--- src/rtl/debug_dump_tx.sv ---
// debug_dump_tx
//   Transmit side of the UART debug link. A start pulse snapshots the PC,
//   then the register file and data memory are walked through their debug
//   read ports and streamed as a byte frame into the UART TX FIFO:
//     A5 | PC (LE) | reg 0..2**REG_ADDR-1 (LE) | mem 0..N_MEM-1 (LE) | xor
//   The checksum is the XOR of every byte between header and checksum.
//
// Ports
//   i_clock, i_reset      clock, async active-low reset
//   i_start               dump request, sampled only in IDLE
//   i_fifo_full           TX FIFO full; stalls the byte being offered
//   i_pc                  PC captured at start
//   i_reg_data            register read data, one cycle after o_addr_ID
//   i_mem_data            memory read data, one cycle after o_addr_M/o_mem_r
//   o_addr_ID, o_addr_M   debug read addresses
//   o_mem_r               memory debug read enable
//   o_tx_data, o_wr       byte and write strobe into the TX FIFO
//   o_busy, o_done        frame in progress / one-cycle completion pulse
//
// state    | meaning
// ---------+------------------------------------------------------
// IDLE     | wait for i_start, capture PC
// HDR      | offer header byte 0xA5
// PC_SEND  | offer PC bytes, LSB first
// R_FETCH  | drive register address
// R_LATCH  | capture register word, reload byte counter
// R_SEND   | offer register bytes, LSB first
// M_FETCH  | drive memory address with read enable
// M_LATCH  | capture memory word, reload byte counter
// M_SEND   | offer memory bytes, LSB first
// CKSUM    | offer checksum byte
// DONE     | one-cycle completion pulse

module debug_dump_tx #(
    parameter int DATA_SZ  = 32,
    parameter int PC_SZ    = 32,
    parameter int REG_ADDR = 5,
    parameter int MEM_ADDR = 5,
    parameter int N_MEM    = 32
) (
    input  logic                i_clock,
    input  logic                i_reset,
    input  logic                i_start,
    input  logic                i_fifo_full,
    input  logic [PC_SZ-1:0]    i_pc,
    input  logic [DATA_SZ-1:0]  i_reg_data,
    input  logic [DATA_SZ-1:0]  i_mem_data,
    output logic [REG_ADDR-1:0] o_addr_ID,
    output logic [MEM_ADDR-1:0] o_addr_M,
    output logic                o_mem_r,
    output logic [7:0]          o_tx_data,
    output logic                o_wr,
    output logic                o_busy,
    output logic                o_done
);

    localparam int PC_BYTES = PC_SZ / 8;
    localparam int W_BYTES  = DATA_SZ / 8;
    localparam int SH_W     = (PC_SZ > DATA_SZ) ? PC_SZ : DATA_SZ;
    localparam int MAX_B    = (PC_BYTES > W_BYTES) ? PC_BYTES : W_BYTES;
    localparam int CNT_W    = $clog2(MAX_B + 1);

    localparam logic [7:0]          HDR_BYTE = 8'hA5;
    localparam logic [REG_ADDR-1:0] REG_LAST = '1;
    localparam logic [MEM_ADDR-1:0] MEM_LAST = MEM_ADDR'(N_MEM - 1);
    localparam logic [CNT_W-1:0]    PC_CNT   = CNT_W'(PC_BYTES - 1);
    localparam logic [CNT_W-1:0]    W_CNT    = CNT_W'(W_BYTES - 1);

    typedef enum logic [3:0] {
        IDLE, HDR, PC_SEND, R_FETCH, R_LATCH, R_SEND,
        M_FETCH, M_LATCH, M_SEND, CKSUM, DONE
    } state_t;

    state_t               state_q, state_d;
    logic [SH_W-1:0]      sh_q, sh_d;
    logic [CNT_W-1:0]     cnt_q, cnt_d;
    logic [7:0]           cks_q, cks_d;
    logic [REG_ADDR-1:0]  reg_addr_q, reg_addr_d;
    logic [MEM_ADDR-1:0]  mem_addr_q, mem_addr_d;

    always_ff @(posedge i_clock or negedge i_reset) begin
        if (!i_reset) begin
            state_q    <= IDLE;
            sh_q       <= '0;
            cnt_q      <= '0;
            cks_q      <= 8'h00;
            reg_addr_q <= '0;
            mem_addr_q <= '0;
        end else begin
            state_q    <= state_d;
            sh_q       <= sh_d;
            cnt_q      <= cnt_d;
            cks_q      <= cks_d;
            reg_addr_q <= reg_addr_d;
            mem_addr_q <= mem_addr_d;
        end
    end

    always_comb begin
        state_d    = state_q;
        sh_d       = sh_q;
        cnt_d      = cnt_q;
        cks_d      = cks_q;
        reg_addr_d = reg_addr_q;
        mem_addr_d = mem_addr_q;
        o_wr       = 1'b0;
        o_tx_data  = 8'h00;
        o_mem_r    = 1'b0;

        case (state_q)
            IDLE: begin
                if (i_start) begin
                    sh_d       = SH_W'(i_pc);
                    cks_d      = 8'h00;
                    cnt_d      = PC_CNT;
                    reg_addr_d = '0;
                    state_d    = HDR;
                end
            end
            HDR: begin
                o_wr      = !i_fifo_full;
                o_tx_data = HDR_BYTE;
                if (!i_fifo_full) state_d = PC_SEND;
            end
            PC_SEND, R_SEND, M_SEND: begin
                o_wr      = !i_fifo_full;
                o_tx_data = sh_q[7:0];
                if (!i_fifo_full) begin
                    sh_d  = sh_q >> 8;
                    cks_d = cks_q ^ sh_q[7:0];
                    if (cnt_q != '0) begin
                        cnt_d = cnt_q - CNT_W'(1);
                    end else begin
                        // terminal count: word finished, pick the next word
                        case (state_q)
                            PC_SEND: state_d = R_FETCH;
                            R_SEND: begin
                                reg_addr_d = reg_addr_q + REG_ADDR'(1);
                                if (reg_addr_q == REG_LAST) begin
                                    mem_addr_d = '0;
                                    state_d    = M_FETCH;
                                end else begin
                                    state_d = R_FETCH;
                                end
                            end
                            default: begin
                                if (mem_addr_q == MEM_LAST) begin
                                    state_d = CKSUM;
                                end else begin
                                    mem_addr_d = mem_addr_q + MEM_ADDR'(1);
                                    state_d    = M_FETCH;
                                end
                            end
                        endcase
                    end
                end
            end
            R_FETCH: state_d = R_LATCH;
            R_LATCH: begin
                sh_d    = SH_W'(i_reg_data);
                cnt_d   = W_CNT;
                state_d = R_SEND;
            end
            M_FETCH: begin
                o_mem_r = 1'b1;
                state_d = M_LATCH;
            end
            M_LATCH: begin
                o_mem_r = 1'b1;
                sh_d    = SH_W'(i_mem_data);
                cnt_d   = W_CNT;
                state_d = M_SEND;
            end
            CKSUM: begin
                o_wr      = !i_fifo_full;
                o_tx_data = cks_q;
                if (!i_fifo_full) state_d = DONE;
            end
            DONE:    state_d = IDLE;
            default: state_d = IDLE;
        endcase
    end

    assign o_addr_ID = reg_addr_q;
    assign o_addr_M  = mem_addr_q;
    assign o_busy    = (state_q != IDLE);
    assign o_done    = (state_q == DONE);

endmodule

--- config.mk ---
export PLATFORM = sky130hd
export DESIGN_NAME = debug_dump_tx
export DESIGN_NICKNAME = d
export VERILOG_FILES = /design/src/rtl/debug_dump_tx.sv
export SDC_FILE = /design/constraint.sdc
export NUM_CORES = 1
export LEC_CHECK = 0
export CORE_ASPECT_RATIO = 0.6
export CORE_MARGIN = 8
export CORE_UTILIZATION = 40
export CTS_BUF_LIST = sky130_fd_sc_hd__clkbuf_4 sky130_fd_sc_hd__clkbuf_8
export CTS_CLUSTER_SIZE = 16
export DETAILED_ROUTE_END_ITERATION = 8
export MAX_ROUTING_LAYER = met4
export PLACE_DENSITY = 0.76
export SYNTH_ARGS = -nofsm -noshare
export SYNTH_HDL_FRONTEND = slang
export SYNTH_SLANG_ARGS = --single-unit
--- constraint.sdc ---
create_clock -name i_clock -period 2.4 [get_ports i_clock]
set_input_delay 0.48 -clock i_clock [delete_from_list [all_inputs] [get_ports i_clock]]
set_output_delay 0.48 -clock i_clock [all_outputs]
set_load 0.01 [all_outputs]
==> results of run 1 <==
-- through the flow --
stage               instance area [um2]  std cells  TNS [ns]  hold slack [ns]
global placement                   5080        646         0            0.495
CTS                                5350        665   -0.0925            0.315
finish                             5380        669         0            0.292
global route                       5380        669         0            0.360
detailed placement                 5080        646         0            0.520
floorplan                          3620        412         0            0.184
-- power by group through the flow --
| stage | Combinational, W | Clock [W] | Sequential, W |
|---|---|---|---|
| finish | 0.00410 | 0.00101 | 0.00174 |
| detailed placement | 0.00395 | 0 | 0.00174 |
| global route | 0.00448 | 0.00106 | 0.00178 |
| floorplan | 0.00265 | 0 | 0.00161 |
| global placement | 0.00385 | 0 | 0.00172 |
| CTS | 0.00399 | 0.00103 | 0.00173 |
-- layer usage --
layer	GRT usage, %	share of wire [%]
met5	-	0
met4	4.18	0.86
met3	4.85	8.0
met2	30.9	45
met1	27.0	46
-- cell families (layout without fill, tap and decap cells) --
logic type               Yosys count  after routing  share of synthesized area (%)
flip-flops                        57             57                           39.4
buffers and inverters             44            185                           7.32
multiplexers                       8              8                           2.38
XOR/XNOR                           1              1                          0.242
AO/OA/AOI/OAI                    147            147                           29.1
adder cells (fa/ha/maj)            6              6                           2.07
AND/OR/NAND/NOR                  149            149                           19.6
-- worst max-delay path, cell delays in order, from the launching register on --
cell,delay [ns]
dfrtp_2,0.42
buf_4,0.13
buf_4,0.20
nor4b_2,0.07
buf_4,0.16
or3_1,0.39
buf_12,0.18
a222oi_1,0.49
a31oi_1,0.16
-- final cells by class --
| class | instances | area [um2] | area share, % |
|---|---|---|---|
| multi-input cells | 311 | 2000 | 37.2 |
| inverters | 7 | 26.3 | 0.489 |
| clock inverters | 5 | 78.8 | 1.47 |
| clock buffers | 11 | 145 | 2.70 |
| flip-flops and latches | 57 | 1430 | 26.6 |
| well taps | 116 | 145 | 2.70 |
| repair buffers | 162 | 1550 | 28.8 |
-- final timing paths --
path / startpoint / endpoint / cells after the start
setup / recovery: state_q[3]$_DFFE_PN0P_ / sh_q[13]$_DFFE_PN0P_ / 8
hold / removal: i_reset / state_q[2]$_DFFE_PN0P_ / 2
setup reg to reg: state_q[3]$_DFFE_PN0P_ / sh_q[13]$_DFFE_PN0P_ / 8
hold reg to reg: sh_q[31]$_DFFE_PN0P_ / sh_q[31]$_DFFE_PN0P_ / 2
max in group asynchronous: i_reset / state_q[1]$_DFFE_PN0P_ / 2
min in group i_clock: sh_q[31]$_DFFE_PN0P_ / sh_q[31]$_DFFE_PN0P_ / 2
-- registers in the layout (all words and copies together), names as in the netlist --
name and cells:
o_addr_ID 5, sh_q 32, cnt_q 3, cks_q 8
state_q 4, o_addr_M 5
-- Yosys cell counts, drive strengths merged (2+ instances only) --
cell / instances / area (um2)
a22oi: 5 / 37.5
nor2b: 5 / 31.3
clkbuf: 7 / 26.3
or3: 2 / 12.5
a222oi: 32 / 320
ha: 6 / 75.1
nand2: 45 / 169
o22ai: 2 / 18.8
dfrtp: 57 / 1430
a21oi: 26 / 130
nand2b: 16 / 115
mux2: 2 / 26.3
nor4b: 3 / 38.8
o21ai: 32 / 160
and3: 3 / 18.8
a22o: 2 / 17.5
a211oi: 2 / 20.0
nor3: 6 / 30.0
o22a: 6 / 52.6
a31oi: 24 / 150
inv: 7 / 26.3
buf: 30 / 213
o31ai: 2 / 15.0
nor2: 59 / 221
mux2i: 6 / 60.1
-- timing repair --
| item | in CTS | in global routing |
|---|---|---|
| buffers inserted | 3 | 4 |
| resized for setup | 18 | 18 |
| setup endpoints to repair | 9 | 43 |
| hold buffers | 0 | 0 |
==> reports/qor.yml, run 1 <==
power:
  swShare_pct: 43.7
  combPwrFrac_pct: 59.9
  clock_power_share_pct: 14.7
  switchingPower_w: 0.00299
  ir_drop_mv: 0.699
  intPower_w: 0.00386
  power.density_mw_per_mm2: 1270
  leakage_nw: 2.28
  seqPwrFrac_pct: 25.4
  p_total_w: 0.00685
synthesis:
  synth_edf_count: 0
  async_flop_share_pct: 100
  yosysSeqAreaShare_pct: 39.4
  ys_warn_count: 0
  ys.flop_type: "dfrtp_1"
  avgSynthCellArea_um2: 8.80
  synth_cells: 412
  syn_nets: 518
  ys_types: 59
  syn_area_mm2: 0.00362
  ys_ff_latch: 57
floorplan:
  ios: 122
  rows: 27
  die_y_um: 89.7
  core-area_mm2: 0.00899
  die_area_mm2: 0.0125
  die_w_um: 139
  start_util_pct: 40.3
clocking:
  cts_made_buffers: 9
  worstSkewPairLatency_ns: 0.33
  cts_tree: "built"
  clk_pin_slew_ns: 0.07
  htreeDepth: 3
  cts.sinks: 57
  clockBufferDepth: 2
  clockRootBuffer: "clkbuf_8"
setup_path:
  critPathArrivalTime_ns: 2.53
  cp_max_fo: 27
  startpoint_type: "flip-flop"
  crit_path_end_kind: "flip-flop"
  worst_ep_required_time_ns: 2.59
  critPathKind: "flip-flop to flip-flop"
  regToRegSetupSlack_ns: 0.06
timing:
  rsz0062_at_grt: "false"
  setup_viol: 0
  worst_slack_ns: 0.0603
  slew_violations: 0
  slew_headroom_pct: 50.7
  fmax_mhz: 427
  hold_viol_final: 0
  min_period_ns: 2.34
  period_share_pct: 97.5
  tightest_slew_ns: 0.739
  skew_ns: 0.0131
placement:
  dp_slack_ns: 0.0412
  dpl.hpwl_um: 9200
  finalWeightedCongestion: 0.838
  io_buffers: 121
layout:
  layout_commonest_cell: "clkdlybuf4s50_1"
  n_fill_cell: 763
  n_antenna_cell: 0
  fin_nets: 654
  drive_gt1_share_pct: 15.2
  final_core_util_pct: 59.8
  final_cell_mix: "clkdlybuf4s50_1, nor2_1, dfrtp_1"
  area_delta_synth_final_pct: 48.4
drt:
  totalWireLength_um: 12800
  wl_per_cell_um: 19.2
  route.detailed.drc: 0
  firstDrtPassIters: 8
  ant_nets: 0
  num_vias: 3965
  drt_iter0_drc: 450
  viasPerCell: 5.93
global_routing:
  grt_max_degree: 65
  antenna_found_initial: 0
  grt-ovfl-total: 0
  grt_usage_pct: 20.3
  grt_pass1_vias: 3901
  grt_pass1_wl_um: 20200
status:
  status: "finished, final reports clean"
worst_hold_path:
  min-delay-path-class: "primary input to async pin"
job:
  maxCapViolCount: 0
Power figures use the tool's default switching activity.
==> run 2: changes to the inputs <==
--- a/config.mk
+++ b/config.mk
@@ -5,14 +5,17 @@
 export SDC_FILE = /design/constraint.sdc
 export NUM_CORES = 1
 export LEC_CHECK = 0
+export CELL_PAD_IN_SITES_DETAIL_PLACEMENT = 1
+export CELL_PAD_IN_SITES_GLOBAL_PLACEMENT = 2
 export CORE_ASPECT_RATIO = 0.6
 export CORE_MARGIN = 8
-export CORE_UTILIZATION = 40
+export CORE_UTILIZATION = 27
 export CTS_BUF_LIST = sky130_fd_sc_hd__clkbuf_4 sky130_fd_sc_hd__clkbuf_8
 export CTS_CLUSTER_SIZE = 16
 export DETAILED_ROUTE_END_ITERATION = 8
 export MAX_ROUTING_LAYER = met4
-export PLACE_DENSITY = 0.76
+export PLACE_DENSITY = 0.86
+export REMOVE_ABC_BUFFERS = 1
 export SYNTH_ARGS = -nofsm -noshare
 export SYNTH_HDL_FRONTEND = slang
 export SYNTH_SLANG_ARGS = --single-unit
==> run 2 against run 1 <==
Net effect:
- clock skew decreased by 0.0052 ns
- worst setup slack gained 0.026 ns
- first-iteration DRC count decreased by 26%
- sequential share of layout area fell by 0.28 points
- design area up 1.1%
- final cell count increased by 8.2%
- the flow now finishes with violations (DRC)
- non-clock buffer count increased by 2
- sequential power is 2% lower
- worst hold slack lost 0.17 ns
- maximum frequency grew 1.1%
- sequential cell count is the same
- critical path type is now flip-flop to primary output
- combinational power increased by 2%
==> reports/qor.yml, run 2 (synthesis results as in run 1) <==
timing:
  skew_ns: 0.00791
  fmax_mhz: 432
  period_share_pct: 96.4
  slew_violations: 0
  min_period_ns: 2.31
  tightest_slew_ns: 0.496
  slew_headroom_pct: 66.1
  hold_viol_final: 0
  setup_tns_ns: 0
  setup_viol: 0
  rsz0062_at_grt: "false"
drt:
  viasPerCell: 5.36
  route.detailed.drc: 8
  num_vias: 3879
  firstDrtPassIters: 9
  drt_iter0_drc: 332
  totalWireLength_um: 13600
  ant_nets: 0
  wl_per_cell_um: 18.8
clocking:
  clockRootBuffer: "clkbuf_8"
  htreeDepth: 3
  clk_pin_slew_ns: 0.07
  cts_made_buffers: 9
  clockBufferDepth: 2
  worstSkewPairLatency_ns: 0.34
  cts_tree: "built"
  cts.sinks: 57
  ctsHoldBuffers: 0
setup_path:
  worst_ep_required_time_ns: 1.92
  critPathKind: "flip-flop to primary output"
  slowest_stage: "clkdlybuf4s50_1"
  max_stage_delay_ns: 0.54
  startpoint_type: "flip-flop"
  crit_buf_inv: 2
  cp_max_fo: 17
  crit_chain: "buf_4, nor2b_1, and2_1, clkdlybuf4s50_1"
  crit_family: "buffers and inverters"
  critPathArrivalTime_ns: 1.83
  crit_path_end_kind: "primary output"
status:
  status: "finished with violations"
  violations: "DRC"
global_routing:
  grt_pass1_vias: 4193
  grt-ovfl-total: 0
  grt_pass1_wl_um: 22100
  grt_usage_pct: 16.1
  grt_max_degree: 58
  antenna_found_initial: 0
layout:
  largest_reg_flops: 32
  fin_nets: 656
  n_antenna_cell: 0
  drive_gt1_share_pct: 15.7
  largest_register: "sh_q"
  layout_commonest_cell: "clkdlybuf4s50_1"
  reg_top3: "sh_q: 32 flops, cks_q: 8 flops"
  final_cell_mix: "clkdlybuf4s50_1, nor2_1, dfrtp_1"
  n_fill_cell: 1526
  area_delta_synth_final_pct: 49.9
floorplan:
  start_util_pct: 27.9
  ios: 122
  die_area_mm2: 0.0175
  rows: 32
  die_w_um: 166
  die_y_um: 106
  core-area_mm2: 0.0130
worst_hold_path:
  min-delay-path-class: "primary input to async pin"
power:
  leakage_nw: 2.28
  power.density_mw_per_mm2: 1250
  p_total_w: 0.00681
  ir_drop_mv: 0.526
job:
  maxCapViolCount: 0
placement:
  io_buffers: 121
  finalWeightedCongestion: 0.806
  dpl.hpwl_um: 9970
## run 2: cell types whose count changed in the layout (fill, tap and decap cells not counted), sizes merged
cell,change
buf,+7
clkbuf,-2
bufinv,-1
clkdlybuf4s50,-1
clkinv,-1
dlygate4sd2,-1
## run 2: power breakdown
part | switching [W] | total, W | internal (W)
Clock | 0.000387 | 0.000926 | 0.000539
Combinational | 0.00228 | 0.00418 | 0.00191
Sequential | 0.000331 | 0.00170 | 0.00137
## run 2: stage by stage
stage | worst slack, ns | cell area [um2] | utilization [%] | std cells | hold WS, ns
2_1_floorplan | -0.607 | 3390 | - | 375 | 0.184
3_3_place_gp | 0.0211 | 5220 | 40.3 | 707 | 0.494
3_5_place_dp | -0.0430 | 5220 | 40.3 | 707 | 0.501
4_1_cts | -0.0380 | 5440 | 41.9 | 724 | 0.138
5_1_grt | 0.00237 | 5440 | 41.9 | 724 | 0.142
6_report | 0.0864 | 5440 | 41.9 | 724 | 0.126
## run 2: cell type report
| class | instances | area [um2] | area share (%) |
|---|---|---|---|
| Clock buffer | 12 | 159 | 2.92 |
| Clock inverter | 3 | 40.0 | 0.737 |
| Inverter | 7 | 26.3 | 0.483 |
| Multi-Input combinational cell | 311 | 1980 | 36.4 |
| Sequential cell | 57 | 1430 | 26.3 |
| Tap cell | 170 | 213 | 3.91 |
| Timing Repair Buffer | 164 | 1590 | 29.2 |
## run 2: final timing paths
kind / from / to / slack [ns] / cells past startpoint
setup / recovery: state_q[2]$_DFFE_PN0P_ / o_mem_r / 0.09 / 4
min in group i_clock: cnt_q[1]$_DFFE_PN0P_ / cnt_q[1]$_DFFE_PN0P_ / 0.51 / 1
hold / removal: i_reset / sh_q[16]$_DFFE_PN0P_ / 0.13 / 2
hold reg to reg: cnt_q[1]$_DFFE_PN0P_ / cnt_q[1]$_DFFE_PN0P_ / 0.51 / 1
max in group asynchronous: i_reset / state_q[0]$_DFFE_PN0P_ / 1.97 / 2
setup reg to reg: o_addr_ID[0]$_DFFE_PN0P_ / o_addr_M[0]$_DFFE_PN0P_ / 0.19 / 8
## run 2: repair_timing
item,CTS,global route
gates resized for setup,35,14
buffers inserted,2,0
endpoints found under the setup margin,10,11
## run 2: metal layers
metal,part of all wire (%),vias to the layer above,wire [um],GRT usage [%]
met5,0,-,0,-
met4,0.62,0,84,2.66
met3,5.3,10,726,3.73
met2,46,117,6250,24.9
met1,48,1917,6540,21.2
li1,-,1835,-,-
==> run 3: changes to the inputs <==
--- a/config.mk
+++ b/config.mk
@@ -13,7 +13,6 @@
 export CTS_BUF_LIST = sky130_fd_sc_hd__clkbuf_4 sky130_fd_sc_hd__clkbuf_8
 export CTS_CLUSTER_SIZE = 16
 export DETAILED_ROUTE_END_ITERATION = 8
-export MAX_ROUTING_LAYER = met4
 export PLACE_DENSITY = 0.86
 export REMOVE_ABC_BUFFERS = 1
 export SYNTH_ARGS = -nofsm -noshare
==> run 3 against run 2 <==
Net effect:
- the flow now finishes without violations
- sequential power about the same
- maximum frequency fell by 0.12%
- clock skew hardly changed
- power hardly changed
- combinational power about the same
- via count fell by 0.46%
- critical endpoint unchanged
==> reports/qor.yml, run 3 (synthesis results as in run 1) <==
status:
  status: "finished, final reports clean"
setup_path:
  crit_buf_inv: 2
  max_stage_delay_ns: 0.54
  reg2reg_from: "o_addr_ID[0]$_DFFE_PN0P_"
  critPathKind: "flip-flop to primary output"
  worst_ep_required_time_ns: 1.92
  cp_max_fo: 17
  r2r-end: "o_addr_M[0]$_DFFE_PN0P_"
  path_depth: 4
  crit_path_end_kind: "primary output"
  crit_family: "buffers and inverters"
  startpoint_type: "flip-flop"
  reg2regPathDepth: 8
  crit_chain: "buf_4, nor2b_1, and2_1, clkdlybuf4s50_1"
  regToRegSetupSlack_ns: 0.21
  slowest_stage: "clkdlybuf4s50_1"
  cp-startpoint: "state_q[2]$_DFFE_PN0P_"
  worstSetupEndpoint: "o_mem_r"
  critPathArrivalTime_ns: 1.84
layout:
  drive_gt1_share_pct: 15.7
  largest_register: "sh_q"
  fin_nets: 656
  layout_commonest_cell: "clkdlybuf4s50_1"
  largest_reg_flops: 32
  final_cell_mix: "clkdlybuf4s50_1, nor2_1, dfrtp_1"
  reg_top3: "sh_q: 32 flops, cks_q: 8 flops"
  area_delta_synth_final_pct: 49.9
  n_antenna_cell: 0
floorplan:
  die_area_mm2: 0.0175
  core-area_mm2: 0.0130
  die_y_um: 106
  die_w_um: 166
  rows: 32
  start_util_pct: 27.9
  ios: 122
job:
  maxCapViolCount: 0
global_routing:
  antenna_found_initial: 0
  grt_usage_pct: 15.6
  grt-ovfl-total: 0
  grt_pass1_wl_um: 22200
  grt_pass1_vias: 4181
  grt_max_degree: 58
drt:
  num_vias: 3861
  firstDrtPassIters: 7
  totalWireLength_um: 13600
  drt_iter0_drc: 358
  viasPerCell: 5.33
  wl_per_cell_um: 18.8
  ant_nets: 0
  route.detailed.drc: 0
timing:
  period_share_pct: 96.5
  whs_ns: 0.126
  tightest_slew_ns: 0.491
  setup_viol: 0
  rsz0062_at_grt: "false"
  hold_viol_final: 0
  slew_headroom_pct: 66.4
  slew_violations: 0
  worst_slack_ns: 0.0836
  skew_ns: 0.00759
  fmax_mhz: 432
  min_period_ns: 2.32
clocking:
  cts.sinks: 57
  clockBufferDepth: 2
  ctsHoldBuffers: 0
  clockRootBuffer: "clkbuf_8"
  cts_tree: "built"
  clk_pin_slew_ns: 0.07
  worstSkewPairLatency_ns: 0.34
  htreeDepth: 3
  cts_made_buffers: 9
placement:
  io_buffers: 121
  finalWeightedCongestion: 0.795
  dpl.hpwl_um: 9970
  dp_slack_ns: -0.0430
worst_hold_path:
  min-delay-path-class: "primary input to async pin"
power:
  ir_drop_mv: 0.525
  leakage_nw: 2.28
  power.density_mw_per_mm2: 1250
[run 3: worst min path at each step]
stage	startpoint	to	slack, ns	cells after the start
after floorplan	i_reset	cks_q[0]$_DFFE_PN0P_	0.18	0
after global placement	cnt_q[1]$_DFFE_PN0P_	cnt_q[1]$_DFFE_PN0P_	0.49	1
final	i_reset	sh_q[16]$_DFFE_PN0P_	0.13	2
after CTS	i_reset	sh_q[24]$_DFFE_PN0P_	0.14	2
after detailed placement	cnt_q[1]$_DFFE_PN0P_	cnt_q[1]$_DFFE_PN0P_	0.50	1
after global routing	i_reset	sh_q[16]$_DFFE_PN0P_	0.14	2
[run 3: timing repair]
action                                  in CTS  in global routing
hold endpoints to repair                     0                  0
endpoints found under the setup margin      10                 11
buffers inserted                             2                  0
gates resized for setup                     35                 14
[run 3: cell type report]
cell class	instances	area (um2)
Sequential cell	57	1430
Timing Repair Buffer	164	1590
Tap cell	170	213
Inverter	7	26.3
Multi-Input combinational cell	311	1980
Clock inverter	3	40.0
Clock buffer	12	159
Fill cell	1526	7540
[run 3: where the power goes]
group | internal, W | switching (W)
Combinational | 0.00191 | 0.00228
Clock | 0.000539 | 0.000389
Sequential | 0.00137 | 0.000332
[run 3: worst reg2reg max path: stages, from the launching register on]
cell     delay, ns
dfrtp_1       0.40
ha_1          0.24
and3_1        0.19
ha_1          0.23
and4b_1       0.22
o21ai_1       0.25
nor3_1        0.13
buf_4         0.16
mux2_2        0.25
[run 3: through the flow]
step / total power, W / utilization, % / TNS, ns / area [um2] / instances
5_1_grt: 0.00738 / 41.9 / 0 / 5440 / 724
2_1_floorplan: 0.00391 / - / -25.68 / 3390 / 375
4_1_cts: 0.00687 / 41.9 / -0.0380 / 5440 / 724
3_5_place_dp: 0.00592 / 40.3 / -0.0599 / 5220 / 707
3_3_place_gp: 0.00576 / 40.3 / 0 / 5220 / 707
6_report: 0.00681 / 41.9 / 0 / 5440 / 724
[run 3: routing by layer]
layer	up-vias	GRT usage [%]	part of all wire (%)
met5	-	0	0
met4	0	2.66	0.71
met3	11	4.12	5.7
met2	109	24.8	46
met1	1908	21.1	48
li1	1833	-	-
